### src/rtl/pipe_pkg.sv
// Shared definitions for the elastic pipeline register.
//   stage_state_e : per-stage fill state (EMPTY / ONE / TWO)
//   occ_width()   : width of a 0..2*depth occupancy count
//   DX_*_W        : decode->execute bundle widths
package pipe_pkg;

   // The encoding equals the number of held entries, which the slot relies on.
   typedef enum logic [1:0] {
      ST_EMPTY = 2'd0,
      ST_ONE   = 2'd1,
      ST_TWO   = 2'd2
   } stage_state_e;

   localparam int unsigned DX_DATA_W = 128;
   localparam int unsigned DX_CTRL_W = 24;

   function automatic int unsigned occ_width(input int unsigned depth);
      return $clog2(2 * depth + 1);
   endfunction

endpackage

### src/rtl/pipe_skid_slot.sv
// One elastic stage: main register plus skid register.
// Ports:
//   clk, rst_n            clock, async active-low reset
//   flush                 synchronous discard of held entries
//   in_valid/in_ready     upstream handshake (in_ready registered)
//   in_payload            entry from upstream
//   out_valid/out_ready   downstream handshake (out_valid registered)
//   out_payload           main register contents
//   occ                   held entries, 0..2 (registered)
module pipe_skid_slot
   import pipe_pkg::*;
#(
   parameter int unsigned W = DX_DATA_W + DX_CTRL_W
) (
   input  logic         clk,
   input  logic         rst_n,
   input  logic         flush,
   input  logic         in_valid,
   output logic         in_ready,
   input  logic [W-1:0] in_payload,
   output logic         out_valid,
   input  logic         out_ready,
   output logic [W-1:0] out_payload,
   output logic [1:0]   occ
);

   stage_state_e state_q, state_d;
   logic [W-1:0] main_q, main_d;
   logic [W-1:0] skid_q, skid_d;
   logic         in_fire;
   logic         out_fire;

   // Next-state and datapath selection.
   always_comb begin
      state_d  = state_q;
      main_d   = main_q;
      skid_d   = skid_q;
      in_fire  = in_valid & in_ready;
      out_fire = out_valid & out_ready;

      unique case (state_q)
         ST_EMPTY: begin
            if (in_fire) begin
               main_d  = in_payload;
               state_d = ST_ONE;
            end
         end
         ST_ONE: begin
            if (in_fire && out_fire) begin
               main_d = in_payload;
            end else if (in_fire) begin
               skid_d  = in_payload;
               state_d = ST_TWO;
            end else if (out_fire) begin
               state_d = ST_EMPTY;
            end
         end
         ST_TWO: begin
            if (out_fire) begin
               main_d  = skid_q;
               state_d = ST_ONE;
            end
         end
         default: state_d = ST_EMPTY;
      endcase

      // Flush wins over any transfer; registers keep stale contents.
      if (flush) begin
         state_d = ST_EMPTY;
         main_d  = main_q;
         skid_d  = skid_q;
      end
   end

   // State and registered handshake/occupancy outputs, all from state_d.
   always_ff @(posedge clk or negedge rst_n) begin
      if (!rst_n) begin
         state_q   <= ST_EMPTY;
         main_q    <= '0;
         skid_q    <= '0;
         in_ready  <= 1'b1;
         out_valid <= 1'b0;
         occ       <= 2'd0;
      end else begin
         state_q   <= state_d;
         main_q    <= main_d;
         skid_q    <= skid_d;
         in_ready  <= (state_d != ST_TWO);
         out_valid <= (state_d != ST_EMPTY);
         occ       <= 2'(state_d);
      end
   end

   assign out_payload = main_q;

endmodule

### src/rtl/pipe_elastic_stage.sv
// Elastic pipeline register: DEPTH cascaded skid slots carrying data + ctrl.
// Ports:
//   clk, rst_n              clock, async active-low reset
//   flush                   synchronous discard of every held entry
//   in_valid/in_ready       upstream handshake (in_ready registered)
//   in_data/in_ctrl         payload and control bundle in
//   out_valid/out_ready     downstream handshake
//   out_data/out_ctrl       payload and control bundle out (ctrl zeroed on bubble)
//   occupancy               total held entries, 0..2*DEPTH
module pipe_elastic_stage
   import pipe_pkg::*;
#(
   parameter  int unsigned DATA_W          = DX_DATA_W,
   parameter  int unsigned CTRL_W          = DX_CTRL_W,
   parameter  int unsigned DEPTH           = 1,
   parameter  int unsigned CLEAR_ON_BUBBLE = 1,
   localparam int unsigned OCC_W           = occ_width(DEPTH)
) (
   input  logic              clk,
   input  logic              rst_n,
   input  logic              flush,
   input  logic              in_valid,
   output logic              in_ready,
   input  logic [DATA_W-1:0] in_data,
   input  logic [CTRL_W-1:0] in_ctrl,
   output logic              out_valid,
   input  logic              out_ready,
   output logic [DATA_W-1:0] out_data,
   output logic [CTRL_W-1:0] out_ctrl,
   output logic [OCC_W-1:0]  occupancy
);

   localparam int unsigned PW = DATA_W + CTRL_W;

   logic [DEPTH:0] vld;
   logic [DEPTH:0] rdy;
   logic [PW-1:0]  pay      [DEPTH+1];
   logic [1:0]     slot_occ [DEPTH];

   assign vld[0]     = in_valid;
   assign pay[0]     = {in_data, in_ctrl};
   assign rdy[DEPTH] = out_ready;
   assign in_ready   = rdy[0];

   // Slot k reads interface k and drives interface k+1.
   for (genvar k = 0; k < DEPTH; k++) begin : g_slot
      pipe_skid_slot #(.W(PW)) u_slot (
         .clk         (clk),
         .rst_n       (rst_n),
         .flush       (flush),
         .in_valid    (vld[k]),
         .in_ready    (rdy[k]),
         .in_payload  (pay[k]),
         .out_valid   (vld[k+1]),
         .out_ready   (rdy[k+1]),
         .out_payload (pay[k+1]),
         .occ         (slot_occ[k])
      );
   end

   // Total occupancy, a sum of registered per-slot counts.
   always_comb begin
      occupancy = '0;
      for (int k = 0; k < int'(DEPTH); k++) begin
         occupancy = occupancy + OCC_W'(slot_occ[k]);
      end
   end

   assign out_valid = vld[DEPTH];
   assign out_data  = pay[DEPTH][PW-1:CTRL_W];

   // Bubble clear keeps stale control bits from looking like a live op.
   if (CLEAR_ON_BUBBLE != 0) begin : g_clr
      assign out_ctrl = vld[DEPTH] ? pay[DEPTH][CTRL_W-1:0] : '0;
   end else begin : g_raw
      assign out_ctrl = pay[DEPTH][CTRL_W-1:0];
   end

endmodule
### config.mk
export PLATFORM = sky130hd
export DESIGN_NAME = pipe_elastic_stage
export DESIGN_NICKNAME = d
export VERILOG_FILES = /design/src/rtl/pipe_pkg.sv /design/src/rtl/pipe_skid_slot.sv /design/src/rtl/pipe_elastic_stage.sv
export SDC_FILE = /design/constraint.sdc
export NUM_CORES = 1
export LEC_CHECK = 0
export ABC_AREA = 1
export BUFFER_PORTS_ARGS = -buffer_cell sky130_fd_sc_hd__buf_2
export CAP_MARGIN = 20
export CORE_MARGIN = 2
export CORE_UTILIZATION = 53
export DETAILED_ROUTE_END_ITERATION = 16
export GPL_ROUTABILITY_DRIVEN = 0
export PLACE_DENSITY_LB_ADDON = 0.1
export SLEW_MARGIN = 20
export SYNTH_ARGS = -nofsm -noshare
export SYNTH_HDL_FRONTEND = slang
export SYNTH_HIERARCHICAL = 1
export SYNTH_SLANG_ARGS = --single-unit
### constraint.sdc
create_clock -name clk -period 1.8 [get_ports clk]
set_input_delay 0.27 -clock clk [delete_from_list [all_inputs] [get_ports clk]]
set_output_delay 0.27 -clock clk [all_outputs]
set_load 0.01 [all_outputs]
==> run_results.csv <==
group,metric,value,unit
outcome,outcome,"finished, final reports clean",
pwr,p_clk_share,24.7,%
routing,wire_per_inst,15.6,um
yosys,ys_ff_latch,308,
yosys,synth_edf_count,0,
worst_setup_path,path_max_fanout,42,
yosys,synth_warnings,6,
routing,vias,13200,
worst_setup_path,crit_end,"g_slot[0].u_slot/skid_q[32]",
yosys,synth.cell_area,15000,sq um
global_routing,grt_max_degree,167,
floorplanning,rows,61,
routing,via_per_inst,5.15,
yosys,synth.largest_area_cell,"dfrtp_1",
cells_and_area,layout.nets,2314,
routing,dr_wl_met3,2540,um
cts,cts_sinks,308,
pwr,switchingPower,9.23,mW
pwr,p_leak,10.2,nW
global_routing,gr-total-overflow,0,
worst_setup_path,crit_arrival,2.10,ns
worst_setup_path,cp.required,2.21,ns
yosys,postSynthAreaPerCell,7.91,sq um
worst_setup_path,crit_start,"g_slot[0].u_slot/in_ready",
cells_and_area,drive_gt1_share,19.3,%
worst_setup_path,crit_buf_inv,2,
global_routing,antenna_found_initial,8,
yosys,synth_most_common_cell,"nand2_1",
routing,drc_errors,0,
worst_setup_path,path_depth,6,
worst_setup_path,max_stage_delay,0.53,ns
min_path,hold_class,"input port to register",
cts,clkTransAtPathRegs,0.06,ns
floorplanning,die_h,172,um
routing,wl_met1,17400,um
sta,final_max_slew_viol_count,0,
pwr,vdd_drop_max,0.000832,V
flow_run,max_cap_viol_count,0,
sta,rsz0062_at_grt,"no",
floorplanning,die_w,172,um
routing,detail-route-antenna-nets,0,
yosys,synthCells,1891,
cts,cts_tree,"done",
worst_setup_path,reg2reg_slack,0.12,ns
yosys,netlist.area_leader.share,51.4,%
routing,wl_met2,18800,um
sta,skew,0.00931,ns
place,dp.final_hpwl,24300,um
sta,timing.final.ws_setup,0.115,ns
sta,slew_headroom,60.2,%
worst_setup_path,critPathKind,"register to register",
yosys,synth_ff_type,"dfrtp_1",
floorplanning,die_area,29600,sq um
pwr,p_sw_share,34.6,%
floorplanning,io_pins,313,
sta,clock.fmax,0.594,GHz
yosys,syn_nets,2048,
sta,worst-slew-pin-transition,0.597,ns
place,post-place-ws,0.0329,ns
worst_setup_path,rr_endpoint,"g_slot[0].u_slot/skid_q[32]",
worst_setup_path,worst-r2r-cell-count,6,
cts,ctsLongestPathBuffers,3,
worst_setup_path,cp_cell_sequence,"nand2_1 -> nor2_2 -> nand3_4 -> buf_4 -> clkbuf_16 -> o21ai_0",
pwr,power_frac_seq,44.1,%
worst_setup_path,timing.rr.start,"g_slot[0].u_slot/in_ready",
cells_and_area,fillCellCount,2454,
place,portBuffers,312,
sta,layout_min_cycle_time,1.68,ns
global_routing,grt_pass1_wl,62100,um
yosys,synth-seq-area-share,51.5,%
cells_and_area,syn2layout_area_growth,21.8,%
yosys,ys_types,21,
floorplanning,initial_core_util,53.9,%
cts,cts_max_level,2,
global_routing,track_usage,26.0,%
yosys,synthArstFlopShare,100,%
cts,cts_buffers,34,
worst_setup_path,cpLargestDelayFamily,"flip-flops",
routing,drt_iter0_markers,1053,
routing,first_pass_iters,6,
routing,top_layer_used,"met5",
pwr,pwr-share-comb,31.2,%
cts,cts-root-buf,"clkbuf_16",
pwr,power_density,1460,nW/um^2
sta,fin_tns_setup,0,ns
worst_setup_path,cp-start-kind,"register",
pwr,p_int,17.4,mW
cts,insertion_delay,0.51,ns
sta,hold_violations,0,
yosys,synthTopCellsByArea,"dfrtp_1 51%, nand2_1 12%, o21ai_0 9.3%",
worst_setup_path,endpoint_kind,"register",
routing,wirelength,40000,um
sta,whs,0.0180,ns
sta,setup_viol_count_final,0,
worst_setup_path,crit_slowest_cell,"dfstp_2",
yosys,synth_common_cells,"465 x nand2_1, 333 x inv_1, 307 x dfrtp_1",
sta,post-route-period-util,93.6,%
global_routing,first_global_vias,12400,
floorplanning,coreArea,27800,sq um
area by class of cell:
type	instances	area [sq um]	share of cell area, %
Inverter	336	1260	6.93
Antenna cell	7	17.5	0.0961
Multi-Input combinational cell	1115	5400	29.6
Clock buffer	49	1000	5.49
Sequential cell	308	7710	42.3
Tap cell	378	473	2.60
Timing Repair Buffer	362	2320	12.8
Clock inverter	6	30.0	0.165
registers in the layout, summed over array words and instances, names as in the netlist:
register                   flops
g_slot.u_slot/skid_q         152
g_slot.u_slot/out_payload    152
g_slot.u_slot/state_q          2
g_slot.u_slot/out_valid        1
g_slot.u_slot/in_ready         1
how the worst min path moves through the flow:
stage / from / to / depth (start not counted)
after floorplan: rst_n / g_slot[0].u_slot/out_payload[0] / 0
after global placement: rst_n / g_slot[0].u_slot/out_payload[27] / 1
after detailed placement: rst_n / g_slot[0].u_slot/out_payload[27] / 1
after CTS: in_data[127] / g_slot[0].u_slot/skid_q[151] / 3
after global routing: in_data[106] / g_slot[0].u_slot/skid_q[130] / 3
final: in_data[127] / g_slot[0].u_slot/skid_q[151] / 3
cell usage in the layout (no fill, tap or decap), types with 2 or more instances in the layout:
cell type and instances:
clkbuf_16 40, nand2_1 465, buf_12 22, clkbuf_1 9, o21ai_0 278, nand2_2 2
buf_16 2, buf_6 2, inv_2 2, dfrtp_1 306, nor2_1 29, nand3_1 154
inv_1 333, diode_2 7, nand3_4 2, buf_2 311, nor2_4 2, buf_4 20
a21oi_1 26, clkinv_2 6, clkbuf_8 3, o21ai_1 2, o21bai_1 152
cell families after synthesis:
logic type      share of synthesized area [%]
compound gates                           17.9
buf+inv                                  12.5
flops                                    51.5
simple gates                             18.1
layer usage:
layer  vias up  track usage (%)
met1      6274             35.4
li1       6417                -
met3        79             4.60
met5         -                0
met2       409             42.2
met4         6             9.54
power by group through the flow:
| stage | Combinational, mW | Sequential, mW | Clock [mW] |
|---|---|---|---|
| 4_1_cts | 8.36 | 11.7 | 6.71 |
| 5_1_grt | 9.51 | 12.1 | 6.99 |
| 3_3_place_gp | 8.03 | 11.7 | 0 |
| 6_report | 8.32 | 11.8 | 6.57 |
| 2_1_floorplan | 4.70 | 12.0 | 0 |
| 3_5_place_dp | 8.31 | 11.8 | 0 |
through the flow:
step                      instance area [sq um]  std cells  power [mW]  utilization, %
after CTS                                 18100       2548        26.8            65.0
final                                     18200       2561        26.7            65.6
after floorplan                           15000       1891        16.7               -
after global routing                      18200       2556        28.6            65.5
after global placement                    17000       2492        19.7            61.3
after detailed placement                  17000       2492        20.1            61.3
repair_timing:
item / in CTS / in global routing
resized for setup: 1 / 4
endpoints found under the setup margin: 1 / 78
endpoints found under the hold margin: 54 / 0
buffers inserted: 0 / 2
hold buffers: 1 / 0
cloned: 0 / 4
pin swaps: 0 / 1
worst min-delay path, delay by kind of cell:
family | cells | cell delay, ns
buffers and inverters | 2 | 0.15
AOI/OAI and AO/OA | 1 | 0.06
(Power assumes the default switching activity.)
